<file path="src/rtl/phase_meter.sv">
// Phase meter: measures the ref_in period and the ref-rise to sig-rise delay in clk
// cycles, optionally averaged over 2^AVG_LOG2 periods before being presented.
module phase_meter #(
  parameter int W        = 16,
  parameter int AVG_LOG2 = 0
) (
  input  logic         clk,
  input  logic         rst,
  input  logic         en,
  input  logic         ref_in,
  input  logic         sig_in,
  output logic [W-1:0] period_out,
  output logic [W-1:0] phase_out,
  output logic         meas_valid,
  output logic         no_sig,
  output logic         overflow
);
  localparam int AW = W + AVG_LOG2;
  localparam int CW = AVG_LOG2 + 1;
  localparam logic [CW-1:0] AVG_N = CW'(1) << AVG_LOG2;

  typedef enum logic {IDLE = 1'b0, RUN = 1'b1} state_t;

  // Bit 0 carries ref_in, bit 1 carries sig_in: identical latency on both paths.
  logic [1:0] sync1_q, sync1_d, sync2_q, sync2_d, dly_q, dly_d, rise_q, rise_d;
  logic       ref_rise, sig_rise;

  state_t         state_q, state_d;
  logic [W-1:0]   cnt_q, cnt_d;
  logic [W-1:0]   ph_cap_q, ph_cap_d;
  logic           got_sig_q, got_sig_d;
  logic [AW-1:0]  per_acc_q, per_acc_d;
  logic [AW-1:0]  ph_acc_q, ph_acc_d;
  logic [CW-1:0]  avg_cnt_q, avg_cnt_d;
  logic [W-1:0]   period_out_q, period_out_d;
  logic [W-1:0]   phase_out_q, phase_out_d;
  logic           valid_q, valid_d;
  logic           no_sig_q, no_sig_d;
  logic           ovf_q, ovf_d;

  logic [AW-1:0]  per_sum, ph_sum;
  logic [CW-1:0]  avg_inc;

  always_comb begin
    sync1_d = {sig_in, ref_in};
    sync2_d = sync1_q;
    dly_d   = sync2_q;
    rise_d  = sync2_q & ~dly_q;
  end

  assign ref_rise = rise_q[0];
  assign sig_rise = rise_q[1];

  always_comb begin
    state_d      = state_q;
    cnt_d        = cnt_q;
    ph_cap_d     = ph_cap_q;
    got_sig_d    = got_sig_q;
    per_acc_d    = per_acc_q;
    ph_acc_d     = ph_acc_q;
    avg_cnt_d    = avg_cnt_q;
    period_out_d = period_out_q;
    phase_out_d  = phase_out_q;
    valid_d      = 1'b0;
    no_sig_d     = no_sig_q;
    ovf_d        = ovf_q;

    per_sum = per_acc_q + AW'(cnt_q);
    ph_sum  = ph_acc_q + AW'(ph_cap_q);
    avg_inc = avg_cnt_q + CW'(1);

    if (!en) begin
      state_d   = IDLE;
      per_acc_d = '0;
      ph_acc_d  = '0;
      avg_cnt_d = '0;
    end else begin
      case (state_q)
        IDLE: begin
          if (ref_rise) begin
            state_d   = RUN;
            cnt_d     = W'(1);
            got_sig_d = sig_rise;
            ph_cap_d  = '0;
          end
        end
        RUN: begin
          if (ref_rise) begin
            if (got_sig_q) begin
              no_sig_d = 1'b0;
              ovf_d    = 1'b0;
              // The final period of a batch is folded straight into the result.
              if (avg_inc == AVG_N) begin
                period_out_d = W'(per_sum >> AVG_LOG2);
                phase_out_d  = W'(ph_sum >> AVG_LOG2);
                valid_d      = 1'b1;
                per_acc_d    = '0;
                ph_acc_d     = '0;
                avg_cnt_d    = '0;
              end else begin
                per_acc_d = per_sum;
                ph_acc_d  = ph_sum;
                avg_cnt_d = avg_inc;
              end
            end else begin
              no_sig_d  = 1'b1;
              per_acc_d = '0;
              ph_acc_d  = '0;
              avg_cnt_d = '0;
            end
            cnt_d     = W'(1);
            got_sig_d = sig_rise;
            ph_cap_d  = '0;
          end else if (cnt_q == '1) begin
            ovf_d     = 1'b1;
            per_acc_d = '0;
            ph_acc_d  = '0;
            avg_cnt_d = '0;
            state_d   = IDLE;
          end else begin
            cnt_d = cnt_q + W'(1);
            if (sig_rise && !got_sig_q) begin
              got_sig_d = 1'b1;
              ph_cap_d  = cnt_q;
            end
          end
        end
        default: state_d = IDLE;
      endcase
    end
  end

  always_ff @(posedge clk) begin
    if (!rst) begin
      sync1_q      <= '0;
      sync2_q      <= '0;
      dly_q        <= '0;
      rise_q       <= '0;
      state_q      <= IDLE;
      cnt_q        <= '0;
      ph_cap_q     <= '0;
      got_sig_q    <= 1'b0;
      per_acc_q    <= '0;
      ph_acc_q     <= '0;
      avg_cnt_q    <= '0;
      period_out_q <= '0;
      phase_out_q  <= '0;
      valid_q      <= 1'b0;
      no_sig_q     <= 1'b0;
      ovf_q        <= 1'b0;
    end else begin
      sync1_q      <= sync1_d;
      sync2_q      <= sync2_d;
      dly_q        <= dly_d;
      rise_q       <= rise_d;
      state_q      <= state_d;
      cnt_q        <= cnt_d;
      ph_cap_q     <= ph_cap_d;
      got_sig_q    <= got_sig_d;
      per_acc_q    <= per_acc_d;
      ph_acc_q     <= ph_acc_d;
      avg_cnt_q    <= avg_cnt_d;
      period_out_q <= period_out_d;
      phase_out_q  <= phase_out_d;
      valid_q      <= valid_d;
      no_sig_q     <= no_sig_d;
      ovf_q        <= ovf_d;
    end
  end

  assign period_out = period_out_q;
  assign phase_out  = phase_out_q;
  assign meas_valid = valid_q;
  assign no_sig     = no_sig_q;
  assign overflow   = ovf_q;

endmodule

</file>
<file path="config.mk">
export PLATFORM = sky130hd
export DESIGN_NAME = phase_meter
export DESIGN_NICKNAME = d
export VERILOG_FILES = /design/src/rtl/phase_meter.sv
export SDC_FILE = /design/constraint.sdc
export NUM_CORES = 1
export LEC_CHECK = 0
export BUFFER_PORTS_ARGS = -buffer_cell sky130_fd_sc_hd__buf_2
export CAP_MARGIN = 15
export CORE_ASPECT_RATIO = 0.9
export CORE_MARGIN = 2
export CORE_UTILIZATION = 50
export DETAILED_ROUTE_END_ITERATION = 16
export PLACE_DENSITY_LB_ADDON = 0.3
export SLEW_MARGIN = 10
export SYNTH_ARGS = -nofsm -noshare
export SYNTH_HDL_FRONTEND = slang
export SYNTH_SLANG_ARGS = --single-unit
</file>
<file path="constraint.sdc">
create_clock -name clk -period 1.9 [get_ports clk]
set_clock_uncertainty 0.05 [all_clocks]
set_input_delay 0.38 -clock clk [delete_from_list [all_inputs] [get_ports clk]]
set_output_delay 0.38 -clock clk [all_outputs]
set_load 0.005 [all_outputs]
</file>
Word-level counts from Yosys, hierarchy flattened
Cells that the tools add are included.
Widths: inputs -> output; s select.
{"block": "classes", "add_sub_neg": 4, "eq_ne": 5, "muxes": 32, "n_bitwise": 3, "n_reduce_logical": 11}
{"cell": "$mux 16", "n": 14}
{"cell": "$pmux 16 s2", "n": 2}
{"cell": "$add 16x16->16", "n": 2}
{"cell": "$add 16x1->16 const B", "n": 1}
{"cell": "$eq 16x16->1 const B", "n": 1}
{"cell": "$mux 1", "n": 14}
{"cell": "$reduce_and 5->1", "n": 2}
{"cell": "$reduce_and 4->1", "n": 2}
{"cell": "$reduce_and 3->1", "n": 2}
{"cell": "$pmux 1 s2", "n": 2}
{"cell": "$reduce_and 2->1", "n": 2}
{"cell": "$ne 3x2->1 const B", "n": 1}
{"cell": "$ne 3x3->1 const B", "n": 1}
{"cell": "$and 2x2->2", "n": 1}
{"cell": "$ne 2x1->1 const B", "n": 1}
{"cell": "$ne 2x2->1 const B", "n": 1}
{"cell": "$not 2->2", "n": 1}
{"cell": "$reduce_bool 2->1", "n": 1}
{"cell": "$add 1x1->1 const B", "n": 1}
{"cell": "$logic_and 1x1->1", "n": 1}
{"cell": "$logic_not 1->1", "n": 1}
{"cell": "$not 1->1", "n": 1}
{"block": "totals", "ff_bits": 110, "wordCells": 71}

Longest topological paths before layout
Gate-level depths: netlist of run 1.
{"block": "logic_depth", "ltp_word": 6, "ltp_mapped": 8, "mapped_depth_nobuf": 6}

Worst setup path before layout of run 1
OpenSTA, ideal clock, no wires.
{"block": "synth_timing", "kind": "register to register", "start": "register cnt_q[0]", "end": "register ph_cap_q[11]", "setup_time_ns": 0.117, "t_arrival_ns": 1.622, "required_ns": 1.733, "path_slack_ns": 0.111, "stages_incl_launch_ff": 9, "path_buffers": 2, "cell_sequence": "dfxtp_1 -> ha_1 -> and3_4 -> and4_4 -> buf_6 -> nor3_4 -> nor2_4 -> buf_4 -> a22o_1"}
{"block": "synth_between", "elab_chain_cells": 3}
{"item": "from (decl)", "line_no": "29", "source": "logic [W-1:0] cnt_q, cnt_d;"}
{"item": "from (signal assigned)", "line_no": "157", "source": "cnt_q <= cnt_d;"}
{"item": "$eq 16x16->1", "line_no": "114", "source": "end else if (cnt_q == '1) begin"}
{"item": "$ne 3x3->1 (no source line)"}
{"item": "$reduce_and 4->1 (no source line)"}
{"item": "to (signal assigned)", "line_no": "158", "source": "ph_cap_q <= ph_cap_d;"}
{"item": "to (decl)", "line_no": "30", "source": "logic [W-1:0] ph_cap_q, ph_cap_d;"}
Every way passes these cells.
A chain may end at the register's enable or synchronous reset.

Worst setup path after layout of run 1
{"block": "layout_timing", "start": "register cnt_q[1]", "end": "register cnt_q[14]"}
{"block": "layout_between", "elab_chain_cells": 4, "word_cells_on_any_way": 7, "cone_classes": "add/sub: 1; eq/ne: 2; mux: 3; reduce/logical: 1"}
{"item": "$add 16x1->16", "line_no": "121", "source": "cnt_d = cnt_q + W'(1);"}
{"item": "$mux 16", "line_no": "114"}
{"item": "$mux 16", "line_no": "88", "source": "if (ref_rise) begin"}
{"item": "$pmux 16 s2", "line_no": "78", "source": "case (state_q)"}
Parallel ways exist; a longest one is shown, timed or not. The select of a mux whose other input is x is not followed.

==> results of run 1 <==
## worst max-delay path by stage
stage | start | end | slack (ns) | cells after the start
after global placement | cnt_q[0]$_SDFFE_PN0P_ | ph_cap_q[2]$_SDFFE_PN0P_ | 0.01 | 6
after floorplan | cnt_q[0]$_SDFFE_PN0P_ | ph_cap_q[11]$_SDFFE_PN0P_ | 0.11 | 8
final | cnt_q[1]$_SDFFE_PN0P_ | cnt_q[14]$_SDFFE_PN0P_ | 0.13 | 6
after global routing | cnt_q[0]$_SDFFE_PN0P_ | ph_cap_q[12]$_SDFFE_PN0P_ | 0.04 | 6
after detailed placement | cnt_q[0]$_SDFFE_PN0P_ | ph_cap_q[1]$_SDFFE_PN0P_ | -0.06 | 6
after CTS | cnt_q[0]$_SDFFE_PN0P_ | cnt_q[9]$_SDFFE_PN0P_ | 0.15 | 5
## metal layers
layer	GRT usage, %	up-vias	routed length [um]
li1	-	1255	-
met1	26.8	1186	3070
met2	36.0	70	3220
met3	6.70	11	360
met4	7.62	0	114
met5	0	-	0
## metrics by stage
| step | instance area [um^2] | setup slack, ns |
|---|---|---|
| 2_1_floorplan | 3000 | 0.111 |
| 3_3_place_gp | 3370 | 0.0147 |
| 3_5_place_dp | 3370 | -0.0641 |
| 4_1_cts | 3610 | 0.152 |
| 5_1_grt | 3610 | 0.0352 |
| 6_report | 3610 | 0.130 |
## flip-flops by register name (all words and copies together) (netlist names)
register	count
period_out	16
rise_q	2
overflow	1
meas_valid	1
ph_cap_q	16
cnt_q	16
dly_d	2
sync1_q	2
dly_q	2
got_sig_q	1
state_q	1
no_sig	1
phase_out	16
## cell usage in the layout (no fill, tap or decap), types with 8 or more instances in the layout
cell type	count
sky130_fd_sc_hd__nand3_1	12
sky130_fd_sc_hd__a21boi_1	9
sky130_fd_sc_hd__nand2_1	77
sky130_fd_sc_hd__buf_2	39
sky130_fd_sc_hd__a22o_1	14
sky130_fd_sc_hd__buf_4	26
sky130_fd_sc_hd__clkbuf_8	9
sky130_fd_sc_hd__dfxtp_1	77
sky130_fd_sc_hd__and2_1	12
sky130_fd_sc_hd__o211ai_1	8
sky130_fd_sc_hd__o31ai_1	9
sky130_fd_sc_hd__a21boi_0	24
## synth_stat cells, types with 2 or more instances
cell	count	share of area, %
sky130_fd_sc_hd__and4_4	3	1.1
sky130_fd_sc_hd__nand4_1	3	0.63
sky130_fd_sc_hd__o21ai_0	2	0.33
sky130_fd_sc_hd__o21ai_1	2	0.33
sky130_fd_sc_hd__nand3_1	12	2.0
sky130_fd_sc_hd__a21boi_1	9	2.3
sky130_fd_sc_hd__o31ai_1	9	2.3
sky130_fd_sc_hd__buf_6	2	0.75
sky130_fd_sc_hd__a32o_1	4	1.3
sky130_fd_sc_hd__and4_1	3	0.88
sky130_fd_sc_hd__dfxtp_1	77	51
sky130_fd_sc_hd__and3_1	5	1.0
sky130_fd_sc_hd__a21boi_0	24	6.0
sky130_fd_sc_hd__and2_1	12	2.5
sky130_fd_sc_hd__buf_2	8	1.3
sky130_fd_sc_hd__a31oi_1	5	1.0
sky130_fd_sc_hd__inv_1	2	0.25
sky130_fd_sc_hd__nand2b_1	2	0.42
sky130_fd_sc_hd__nand2_1	77	9.6
sky130_fd_sc_hd__nor2_1	5	0.63
sky130_fd_sc_hd__o211ai_1	8	2.0
sky130_fd_sc_hd__clkbuf_1	10	1.3
sky130_fd_sc_hd__a22o_1	14	4.1
sky130_fd_sc_hd__nor4_1	2	0.42
sky130_fd_sc_hd__nor2b_1	4	0.83
## layout make-up
type | count | area, um^2 | area share, %
well taps | 70 | 87.6 | 2.43
flip-flops and latches | 77 | 1540 | 42.7
clock inverters | 5 | 108 | 2.98
repair buffers | 65 | 390 | 10.8
multi-input cells | 221 | 1340 | 37.2
inverters | 2 | 7.51 | 0.208
clock buffers | 11 | 131 | 3.64
## cell families after synthesis
kind of cell,count (synthesis)
simple gates,135
mux,1
buf+inv,24
fa+ha+maj,1
compound gates,84
flops,77
## critical path, cell delays in order (launching register included)
cell and delay, ns:
sky130_fd_sc_hd__dfxtp_1 0.35, sky130_fd_sc_hd__ha_1 0.18, sky130_fd_sc_hd__and3_4 0.21, sky130_fd_sc_hd__nand2_1 0.12, sky130_fd_sc_hd__nor4_1 0.41, sky130_fd_sc_hd__nand2_1 0.10
sky130_fd_sc_hd__a32o_1 0.26
## power groups by stage
| stage | Combinational, uW | Sequential [uW] | Clock (uW) |
|---|---|---|---|
| 2_1_floorplan | 43.4 | 1660 | 0 |
| 3_3_place_gp | 58.8 | 1660 | 0 |
| 3_5_place_dp | 59.7 | 1660 | 0 |
| 4_1_cts | 60.4 | 1620 | 1500 |
| 5_1_grt | 65.8 | 1620 | 1560 |
| 6_report | 59.7 | 1620 | 1480 |
## what timing repair did
item / in CTS / in global routing
resized for setup: 1 / 0
hold buffers: 0 / 0
endpoints found under the setup margin: 13 / 0
==> out/qor.json, run 1 <==
{
  "timing.critical_path.from_type": {"value": "flop"},
  "status": {"value": "finished, final reports clean"},
  "synth-edff-count": {"value": 0},
  "h_tree_levels": {"value": 3},
  "detailedPlacementHpwl": {"value": 4690, "unit": "um"},
  "grt-ovfl-total": {"value": 0},
  "postSynthAreaPerCell": {"value": 9.32, "unit": "um^2"},
  "synthesis_warnings": {"value": 0},
  "power.density_cell_area": {"value": 876, "unit": "nW/um^2"},
  "switching_share": {"value": 20.2, "unit": "%"},
  "holdCritStartpoint": {"value": "ref_in"},
  "firstDrtPassIters": {"value": 4},
  "seq_power_share": {"value": 51.3, "unit": "%"},
  "mappedNetlistNets": {"value": 328},
  "crit_arrival": {"value": 1.96, "unit": "ns"},
  "synth_xor_xnor_area_share": {"value": 0, "unit": "%"},
  "reg2reg_to": {"value": "cnt_q[14]$_SDFFE_PN0P_"},
  "holdCritPathClass": {"value": "in -> reg"},
  "p_leak": {"value": 0.00144, "unit": "uW"},
  "hold_end": {"value": "sync1_q[0]$_SDFF_PN0_"},
  "max_slew_margin": {"value": 60.8, "unit": "%"},
  "drive_gt1_share": {"value": 22.8, "unit": "%"},
  "report.final.hold_viol_count": {"value": 0},
  "postLayoutCoreUtil": {"value": 63.0, "unit": "%"},
  "synth_compound_area_share": {"value": 21.5, "unit": "%"},
  "fillers": {"value": 483},
  "buffer_ports.inserted": {"value": 39},
  "inserted_clock_buffers": {"value": 9},
  "layoutNonFillerInstCount": {"value": 451},
  "cts.root.buffer_cell": {"value": "sky130_fd_sc_hd__clkbuf_8"},
  "grt_setup_unrepaired": {"value": "false"},
  "critical_path.max_fanout": {"value": 4},
  "initialDrtViolationCount": {"value": 152},
  "worst_hold_slack": {"value": 0.184, "unit": "ns"},
  "die_height": {"value": 77.5, "unit": "um"},
  "final_min_period": {"value": 1.77, "unit": "ns"},
  "asyncSetResetFlopFracSynth": {"value": 0, "unit": "%"},
  "setup_tns": {"value": 0, "unit": "ns"},
  "seq_area_frac_synth": {"value": 51.4, "unit": "%"},
  "maxCapViolations": {"value": 0},
  "antenna_found_initial": {"value": 0},
  "drt_drc_violations_left": {"value": 0},
  "ys.flop_type": {"value": "sky130_fd_sc_hd__dfxtp_1"},
  "tritoncts_num_sinks": {"value": 77},
  "post-cts-setup-buffer-count": {"value": 0},
  "power.net_switching": {"value": 638, "unit": "uW"},
  "grt_pass1_vias": {"value": 2392},
  "die-area": {"value": 6640, "unit": "um^2"},
  "synthMuxAreaShare": {"value": 0.334, "unit": "%"},
  "gp_congestion": {"value": 0.927},
  "synth_area_in_adders": {"value": 0.417, "unit": "%"},
  "start_util": {"value": 52.4, "unit": "%"},
  "max_slew.worst_pin.slew": {"value": 0.587, "unit": "ns"},
  "global_route.usage.total": {"value": 21.8, "unit": "%"},
  "grt_start_max_net_pins": {"value": 52},
  "synth.lib_cells_used.distinct": {"value": 43},
  "netlist_area": {"value": 3000, "unit": "um^2"},
  "final_antenna_net_count": {"value": 0},
  "drt-vias-per-instance": {"value": 5.59},
  "synth_cells": {"value": 322},
  "worst_setup_path_end_kind": {"value": "flop"},
  "clock_power_share": {"value": 46.8, "unit": "%"},
  "number_of_placement_rows": {"value": 26},
  "combinationalPowerShare": {"value": 1.9, "unit": "%"},
  "max_freq": {"value": 565, "unit": "MHz"},
  "placed_cells": {"value": 435},
  "die_x": {"value": 85.7, "unit": "um"},
  "grt_pass1_wl": {"value": 11300, "unit": "um"},
  "vias": {"value": 2522},
  "reg2reg_from": {"value": "cnt_q[1]$_SDFFE_PN0P_"},
  "clk-insertion-delay-late": {"value": 0.34, "unit": "ns"},
  "reg2reg_slack": {"value": 0.13, "unit": "ns"},
  "finalSetupViolations": {"value": 0},
  "ys_seq_elements": {"value": 77},
  "cts_tree": {"value": "yes"},
  "cp.required": {"value": 2.09, "unit": "ns"},
  "synth-simple-area-share": {"value": 22.4, "unit": "%"},
  "worstSetupPathType": {"value": "reg -> reg"},
  "fp.coreArea": {"value": 5730, "unit": "um^2"},
  "internal_power": {"value": 2520, "unit": "uW"},
  "average_detailed_routed_wire_length_per_instance": {"value": 15.0, "unit": "um"},
  "nets": {"value": 382},
  "total_power": {"value": 3160, "unit": "uW"},
  "flow.area_growth_from_synthesis": {"value": 20.3, "unit": "%"},
  "final_cycle_share": {"value": 93.1, "unit": "%"},
  "dominant_combinational_cell_family_by_area_after_synthesis": {"value": "simple AND/OR/NAND/NOR gates"},
  "clock_tree.buffer_depth": {"value": 2},
  "irDropWorstVdd": {"value": 594, "unit": "uV"},
  "ant_diodes": {"value": 0},
  "ff_to_ff_path_depth": {"value": 6},
  "slew_violations": {"value": 0},
  "pin_count": {"value": 40},
  "routed_wl": {"value": 6770, "unit": "um"},
  "worstHoldPathCells": {"value": 2},
  "clk_pin_slew_worst_paths": {"value": 0.08, "unit": "ns"}
}
Note: power is estimated with default switching activity, not from simulation.
==> run 2: changes to the inputs <==
- BUFFER_PORTS_ARGS: -buffer_cell sky130_fd_sc_hd__buf_2 -> -buffer_cell sky130_fd_sc_hd__clkbuf_2
- CELL_PAD_IN_SITES_DETAIL_PLACEMENT: default -> 1
- CELL_PAD_IN_SITES_GLOBAL_PLACEMENT: default -> 1
- CORE_UTILIZATION: 50 -> 43
- clock period: 1.9 -> 1.8 ns (I/O delays scaled with it)
==> run 2 against run 1 <==
Net effect:
- total power is 13% higher
- sequential share of layout area is 2.1 points lower
- register-to-register slack worse by 0.11 ns
- routed wire length is 28% higher
- cell count is 5.3% higher
- first-iteration DRC count is 3.3% lower
- highest routed layer unchanged
- global-route usage is 2.1 points higher
==> out/qor.json, run 2 (synthesized netlist as in run 1, its figures left out) <==
{
  "status": {"value": "finished, final reports clean"},
  "nets": {"value": 386, "change": "+1.0%"},
  "tritoncts_num_sinks": {"value": 77, "change": "unchanged"},
  "number_of_placement_rows": {"value": 28, "change": "+7.7%"},
  "final_critical_path_setup_slack": {"value": 0.0249, "unit": "ns", "change": "-0.105 ns"},
  "start_util": {"value": 45.1, "unit": "%", "change": "-7.3 points"},
  "clk_pin_slew_worst_paths": {"value": 0.08, "unit": "ns", "change": "about the same"},
  "final_antenna_net_count": {"value": 0, "change": "unchanged"},
  "hold_buffers": {"value": 0, "change": "unchanged"},
  "groute.layer.met2.usage": {"value": 40.2, "unit": "%", "change": "+4.2 points"},
  "combinationalPowerShare": {"value": 2.1, "unit": "%", "change": "+0.2 points"},
  "cts_tree": {"value": "yes"},
  "crit_arrival": {"value": 1.97, "unit": "ns", "change": "about the same"},
  "worstSetupPathType": {"value": "reg -> reg"},
  "drive_gt1_share": {"value": 27.5, "unit": "%", "change": "+4.7 points"},
  "holdCritPathClass": {"value": "in -> reg"},
  "report.final.hold_viol_count": {"value": 0, "change": "unchanged"},
  "pin_count": {"value": 40, "change": "unchanged"},
  "antenna_found_initial": {"value": 0, "change": "unchanged"},
  "irDropWorstVdd": {"value": 664, "unit": "uV", "change": "+12%"},
  "cp.required": {"value": 2.00, "unit": "ns", "change": "-0.09 ns"},
  "vias": {"value": 2656, "change": "+5.3%"},
  "critical_path.max_fanout": {"value": 15, "change": "+11"},
  "drt-vias-per-instance": {"value": 5.59, "change": "about the same"},
  "reg2reg_to": {"value": "ph_cap_q[8]$_SDFFE_PN0P_"},
  "ant_diodes": {"value": 0, "change": "unchanged"},
  "ff_to_ff_path_depth": {"value": 8, "change": "+2"},
  "timing.critical_path.cells": {"value": "ha_2 > and3_4 > buf_4 > and4_4 > nor3_4 > nor2_4 > buf_12 > a32o_1"},
  "max_slew_margin": {"value": 67.1, "unit": "%", "change": "+6.2 points"},
  "average_detailed_routed_wire_length_per_instance": {"value": 18.2, "unit": "um", "change": "+21%"},
  "die_x": {"value": 92.1, "unit": "um", "change": "+7.5%"},
  "firstDrtPassIters": {"value": 5, "change": "+1"},
  "die_height": {"value": 83.2, "unit": "um", "change": "+7.4%"},
  "timing.critical_path.from": {"value": "cnt_q[0]$_SDFFE_PN0P_"},
  "final_common_cell": {"value": "sky130_fd_sc_hd__nand2_1"},
  "slew_violations": {"value": 0, "change": "unchanged"},
  "inserted_clock_buffers": {"value": 9, "change": "unchanged"},
  "placed_cells": {"value": 456, "change": "+4.8%"},
  "reg2reg_from": {"value": "cnt_q[0]$_SDFFE_PN0P_"},
  "cpPeakStageDelay": {"value": 0.33, "unit": "ns", "change": "-0.08 ns"},
  "crit_buf_inv": {"value": 2, "change": "+2"},
  "initialDrtViolationCount": {"value": 147, "change": "-3.3%"},
  "placement.setup.worst_slack": {"value": -0.187, "unit": "ns", "change": "-0.123 ns"},
  "layoutNonFillerInstCount": {"value": 475, "change": "+5.3%"},
  "buffer_ports.inserted": {"value": 39, "change": "unchanged"},
  "worst_setup_path_end_kind": {"value": "flop"},
  "switching_share": {"value": 19.3, "unit": "%", "change": "-0.84 points"},
  "detailedPlacementHpwl": {"value": 5240, "unit": "um", "change": "+12%"},
  "max_slew.worst_pin.slew": {"value": 0.494, "unit": "ns", "change": "-0.0929 ns"},
  "met1_use_gr": {"value": 28.1, "unit": "%", "change": "+1.3 points"},
  "postLayoutCoreUtil": {"value": 57.2, "unit": "%", "change": "-5.9 points"},
  "critical_path.endpoint": {"value": "ph_cap_q[8]$_SDFFE_PN0P_"},
  "final_cycle_share": {"value": 98.6, "unit": "%", "change": "+5.5 points"},
  "clock_tree.buffer_depth": {"value": 2, "change": "unchanged"},
  "clock_power_share": {"value": 50.0, "unit": "%", "change": "+3.2 points"},
  "internal_power": {"value": 2880, "unit": "uW", "change": "+14%"},
  "h_tree_levels": {"value": 3, "change": "unchanged"},
  "routed_wl": {"value": 8650, "unit": "um", "change": "+28%"},
  "gr-usage-met3": {"value": 6.81, "unit": "%", "change": "+0.10 points"},
  "power.net_switching": {"value": 691, "unit": "uW", "change": "+8.3%"},
  "grt-ovfl-total": {"value": 0, "change": "unchanged"},
  "power.density_cell_area": {"value": 938, "unit": "nW/um^2", "change": "+7.2%"},
  "clk-insertion-delay-late": {"value": 0.36, "unit": "ns", "change": "+0.02 ns"},
  "grt_start_max_net_pins": {"value": 56, "change": "+7.7%"},
  "p_leak": {"value": 0.00147, "unit": "uW", "change": "+2.0%"},
  "maxCapViolations": {"value": 0, "change": "unchanged"},
  "grt_setup_unrepaired": {"value": "true"},
  "global_route.usage.total": {"value": 23.9, "unit": "%", "change": "+2.1 points"},
  "finalSetupViolations": {"value": 0, "change": "unchanged"},
  "gp_congestion": {"value": 0.814, "change": "-12%"},
  "final_min_period": {"value": 1.78, "unit": "ns", "change": "+0.00532 ns"},
  "die-area": {"value": 7660, "unit": "um^2", "change": "+15%"},
  "flow.area_growth_from_synthesis": {"value": 26.9, "unit": "%"},
  "final_cell_mix": {"value": "sky130_fd_sc_hd__nand2_1, sky130_fd_sc_hd__dfxtp_1, sky130_fd_sc_hd__clkbuf_2"},
  "cell_count_along_the_critical_path": {"value": 8, "change": "+2"},
  "seq_power_share": {"value": 47.9, "unit": "%", "change": "-3.4 points"},
  "cts.root.buffer_cell": {"value": "sky130_fd_sc_hd__clkbuf_8"},
  "timing.critical_path.from_type": {"value": "flop"},
  "global_route.peak_usage_layer": {"value": "met2"},
  "reg2reg_slack": {"value": 0.02, "unit": "ns", "change": "-0.11 ns"},
  "fp.coreArea": {"value": 6660, "unit": "um^2", "change": "+16%"},
  "critPathSlowestCell": {"value": "sky130_fd_sc_hd__dfxtp_2"},
  "drt_drc_violations_left": {"value": 0, "change": "unchanged"},
  "grt_pass1_wl": {"value": 14300, "unit": "um", "change": "+27%"},
  "grt_pass1_vias": {"value": 2828, "change": "+18%"},
  "cp_top_family": {"value": "simple AND/OR/NAND/NOR gates"},
  "max_freq": {"value": 563, "unit": "MHz", "change": "-0.30%"}
}
[run 2: power groups by stage]
stage                     clock, uW  sequential, uW  combinational [uW]
after floorplan                   0            1750                45.8
after global placement            0            1750                64.3
after detailed placement          0            1750                65.6
after CTS                      1820            1710                67.3
after global routing           1890            1710                80.4
final                          1790            1710                74.5
[run 2: area by class of cell]
| cell class | instances | area (um^2) |
|---|---|---|
| clock inverter | 5 | 129 |
| timing repair buffer | 69 | 462 |
| inverter | 2 | 7.51 |
| tap | 90 | 113 |
| fill | 765 | 2850 |
| multi-input combinational | 221 | 1400 |
| clock buffer | 11 | 151 |
| sequential | 77 | 1540 |
[run 2: what timing repair did]
action,in CTS,in global routing
endpoints found under the setup margin,19,22
setup buffers,0,3
pin swaps,1,6
resized for setup,8,9
endpoints found under the hold margin,0,0
[run 2: routing by layer]
layer | vias up | share of wire, %
met5 | - | 0
met4 | 0 | 2.8
met3 | 19 | 3.4
met2 | 65 | 51
met1 | 1320 | 43
li1 | 1252 | -
[run 2: stage by stage]
stage               total power (uW)  hold WS, ns  setup TNS [ns]  instance area (um^2)
floorplan                       1800        0.317               0                  3000
global placement                1820        0.322           -1.06                  3430
detailed placement              1820        0.334           -2.25                  3430
CTS                             3600        0.144        -0.00646                  3740
global route                    3690        0.149          -0.121                  3810
finish                          3570        0.158               0                  3810
[run 2: how the worst min path moves through the flow]
stage               slack (ns)                start               endpoint  cells after the start
CTS                       0.14               ref_in  sync1_q[0]$_SDFF_PN0_                      2
floorplan                 0.32  dly_q[0]$_SDFF_PN0_   rise_q[0]$_SDFF_PN0_                      1
global placement          0.32  dly_q[1]$_SDFF_PN0_   rise_q[1]$_SDFF_PN0_                      1
finish                    0.16               ref_in  sync1_q[0]$_SDFF_PN0_                      2
global route              0.15               sig_in  sync1_q[1]$_SDFF_PN0_                      2
detailed placement        0.33  dly_q[0]$_SDFF_PN0_   rise_q[0]$_SDFF_PN0_                      1
==> run 3: changes to the inputs <==
--- a/config.mk
+++ b/config.mk
@@ -11,5 +11,5 @@
 export CELL_PAD_IN_SITES_GLOBAL_PLACEMENT = 1
 export CORE_ASPECT_RATIO = 0.9
-export CORE_MARGIN = 2
+export CORE_MARGIN = 4
 export CORE_UTILIZATION = 43
 export DETAILED_ROUTE_END_ITERATION = 16
==> constraint.sdc (replaced) <==
create_clock -name clk -period 1.8 [get_ports clk]
set_clock_uncertainty 0.05 [all_clocks]
set_input_delay 0.09 -clock clk [delete_from_list [all_inputs] [get_ports clk]]
set_output_delay 0.09 -clock clk [all_outputs]
set_load 0.005 [all_outputs]
==> run 3 against run 2 <==
Net effect:
- sequential share of layout area fell by 0.17 points
- sequential power barely moved
- routed wire length fell by 6.7%
- maximum frequency barely moved
- combinational power rose by 3.0%
- worst hold slack improved by 0.033 ns
- via count fell by 2.0%
- cell area rose by 0.43%
- clock power rose by 3%
- non-clock buffer count rose by 5
- clock-buffer cell count fell by 1
- core utilization fell by 0.056 points
- critical path type unchanged
- largest power group unchanged
==> out/qor.json, run 3 (synthesized netlist as in run 1, its figures left out) <==
{
  "detailedPlacementHpwl": {"value": 5300, "unit": "um", "change": "+1.1%"},
  "final_common_cell": {"value": "sky130_fd_sc_hd__nand2_1"},
  "tritoncts_num_sinks": {"value": 77, "change": "unchanged"},
  "inserted_clock_buffers": {"value": 9, "change": "unchanged"},
  "worstSetupPathType": {"value": "reg -> reg"},
  "clk-insertion-delay-late": {"value": 0.35, "unit": "ns", "change": "about the same"},
  "cts.root.buffer_cell": {"value": "sky130_fd_sc_hd__clkbuf_8"},
  "slew_violations": {"value": 0, "change": "unchanged"},
  "max_slew.worst_pin.slew": {"value": 0.590, "unit": "ns", "change": "+0.0962 ns"},
  "grt_pass1_vias": {"value": 2598, "change": "-8.1%"},
  "grt_setup_unrepaired": {"value": "true"},
  "reg2reg_slack": {"value": 0.02, "unit": "ns", "change": "about the same"},
  "drt-vias-per-instance": {"value": 5.42, "change": "-3.1%"},
  "clock_tree.buffer_depth": {"value": 2, "change": "unchanged"},
  "vias": {"value": 2602, "change": "-2.0%"},
  "p_leak": {"value": 0.00149, "unit": "uW", "change": "+0.99%"},
  "max_slew_margin": {"value": 60.6, "unit": "%", "change": "-6.5 points"},
  "grt-ovfl-total": {"value": 0, "change": "unchanged"},
  "final_min_period": {"value": 1.78, "unit": "ns", "change": "+0.00137 ns"},
  "maxCapViolations": {"value": 0, "change": "unchanged"},
  "average_detailed_routed_wire_length_per_instance": {"value": 16.8, "unit": "um", "change": "-7.7%"},
  "grt_pass1_wl": {"value": 13100, "unit": "um", "change": "-8.6%"},
  "crit_arrival": {"value": 2.01, "unit": "ns", "change": "+0.04 ns"},
  "global_route.usage.total": {"value": 20.8, "unit": "%", "change": "-3.1 points"},
  "grt_start_max_net_pins": {"value": 56, "change": "unchanged"},
  "die_height": {"value": 87.2, "unit": "um", "change": "+4.8%"},
  "final_antenna_net_count": {"value": 0, "change": "unchanged"},
  "worst_setup_path_end_kind": {"value": "flop"},
  "worstHoldPathCells": {"value": 5, "change": "+3"},
  "ff_to_ff_path_depth": {"value": 6, "change": "-2"},
  "max_freq": {"value": 563, "unit": "MHz", "change": "about the same"},
  "buffer_ports.inserted": {"value": 39, "change": "unchanged"},
  "ant_diodes": {"value": 0, "change": "unchanged"},
  "post-route-cell-area": {"value": 3820, "unit": "um^2", "change": "+0.43%"},
  "final_critical_path_setup_slack": {"value": 0.0235, "unit": "ns", "change": "-0.00137 ns"},
  "cp.required": {"value": 2.03, "unit": "ns", "change": "+0.03 ns"},
  "placed_cells": {"value": 460, "change": "+0.88%"},
  "drt_drc_violations_left": {"value": 0, "change": "unchanged"},
  "holdCritPathClass": {"value": "in -> reg"},
  "h_tree_levels": {"value": 3, "change": "unchanged"},
  "clk_pin_slew_worst_paths": {"value": 0.08, "unit": "ns", "change": "about the same"},
  "placement.setup.worst_slack": {"value": -0.190, "unit": "ns", "change": "-0.00291 ns"},
  "final_cell_mix": {"value": "sky130_fd_sc_hd__nand2_1, sky130_fd_sc_hd__dfxtp_1, sky130_fd_sc_hd__clkbuf_2"},
  "power.density_cell_area": {"value": 953, "unit": "nW/um^2", "change": "+1.5%"},
  "antenna_found_initial": {"value": 0, "change": "unchanged"},
  "nets": {"value": 391, "change": "+1.3%"},
  "fp.coreArea": {"value": 6690, "unit": "um^2", "change": "+0.53%"},
  "die-area": {"value": 8380, "unit": "um^2", "change": "+9.4%"},
  "start_util": {"value": 44.8, "unit": "%", "change": "-0.24 points"},
  "initialDrtViolationCount": {"value": 139, "change": "-5.4%"},
  "gp_congestion": {"value": 0.902, "change": "+11%"},
  "cts_tree": {"value": "yes"},
  "fillers": {"value": 769, "change": "+0.52%"},
  "finalSetupViolations": {"value": 0, "change": "unchanged"},
  "status": {"value": "finished, final reports clean"},
  "critical_path.max_fanout": {"value": 6, "change": "-9"},
  "report.final.hold_viol_count": {"value": 0, "change": "unchanged"},
  "die_x": {"value": 96.1, "unit": "um", "change": "+4.3%"},
  "routed_wl": {"value": 8070, "unit": "um", "change": "-6.7%"},
  "drive_gt1_share": {"value": 26.4, "unit": "%", "change": "-1.1 points"},
  "firstDrtPassIters": {"value": 4, "change": "-1"},
  "postPlaceCellArea": {"value": 3440, "unit": "um^2", "change": "+0.51%"},
  "multiInputGateArea": {"value": 1380, "unit": "um^2", "change": "-1.2%"},
  "flow.area_growth_from_synthesis": {"value": 27.4, "unit": "%"},
  "final-seq-area": {"value": 1540, "unit": "um^2", "change": "unchanged"},
  "layoutNonFillerInstCount": {"value": 480, "change": "+1.1%"},
  "timing.critical_path.from_type": {"value": "flop"},
  "number_of_placement_rows": {"value": 28, "change": "unchanged"},
  "irDropWorstVdd": {"value": 650, "unit": "uV", "change": "-2.1%"},
  "pin_count": {"value": 40, "change": "unchanged"},
  "final_cycle_share": {"value": 98.7, "unit": "%", "change": "about the same"}
}
## run 3: cell count changes in the layout (fill, tap and decap cells not counted), sizes merged
cell / delta
clkinv: +1
dlygate4sd3: +2
clkbuf: -1
buf: +3
bufinv: +1
inv: -1
## run 3: worst paths after layout
path	startpoint	end
worst max-delay path	cnt_q[0]$_SDFFE_PN0P_	cnt_q[9]$_SDFFE_PN0P_
worst max register to register	cnt_q[0]$_SDFFE_PN0P_	cnt_q[9]$_SDFFE_PN0P_
worst min-delay path	en	no_sig$_SDFFE_PN0P_
worst min register to register	dly_q[1]$_SDFF_PN0_	rise_q[1]$_SDFF_PN0_
## run 3: what timing repair did
| item | 4_1_cts | 5_1_grt |
|---|---|---|
| pin swaps | 0 | 3 |
| hold endpoints to repair | 2 | 0 |
| setup buffers | 0 | 2 |
| cloned | 0 | 0 |
| setup endpoints to repair | 19 | 30 |
| hold buffers | 2 | 0 |
| resized for setup | 5 | 6 |
## run 3: layout make-up
cell class                      instances  share of cell area (%)
Timing Repair Buffer                   74                    12.8
Tap cell                               90                    2.95
Sequential cell                        77                    40.4
Clock buffer                           10                    3.34
Clock inverter                          6                    4.16
Inverter                                2                   0.196
Multi-Input combinational cell        221                    36.2
## run 3: routing by layer
| metal | part of all wire, % | track usage [%] | up-vias |
|---|---|---|---|
| li1 | - | - | 1269 |
| met4 | 1.2 | 7.24 | 0 |
| met1 | 45 | 25.9 | 1258 |
| met2 | 49 | 35.0 | 66 |
| met5 | 0 | 0 | - |
| met3 | 5.1 | 4.93 | 9 |
## run 3: metrics by stage
stage / util (%) / power [uW] / hold slack (ns) / TNS (ns)
2_1_floorplan: - / 1800 / 0.167 / 0
3_3_place_gp: 51.5 / 1820 / 0.246 / -1.27
3_5_place_dp: 51.5 / 1820 / 0.252 / -2.36
4_1_cts: 56.3 / 3670 / 0.187 / 0
5_1_grt: 57.1 / 3760 / 0.245 / -0.00323
6_report: 57.1 / 3640 / 0.191 / 0
## run 3: power by group
part / switching, uW / total (uW) / internal [uW]
logic: 43.6 / 76.7 / 33.1
registers: 3.05 / 1710 / 1710
clock network: 648 / 1850 / 1200
total: 695 / 3640 / 2950
## run 3: worst max-delay path: stages (launching register included)
cell and delay [ns]:
sky130_fd_sc_hd__dfxtp_2 0.35, sky130_fd_sc_hd__ha_4 0.16, sky130_fd_sc_hd__and3_4 0.17, sky130_fd_sc_hd__buf_4 0.13, sky130_fd_sc_hd__and4_4 0.19, sky130_fd_sc_hd__or4_4 0.52, sky130_fd_sc_hd__a21boi_1 0.13
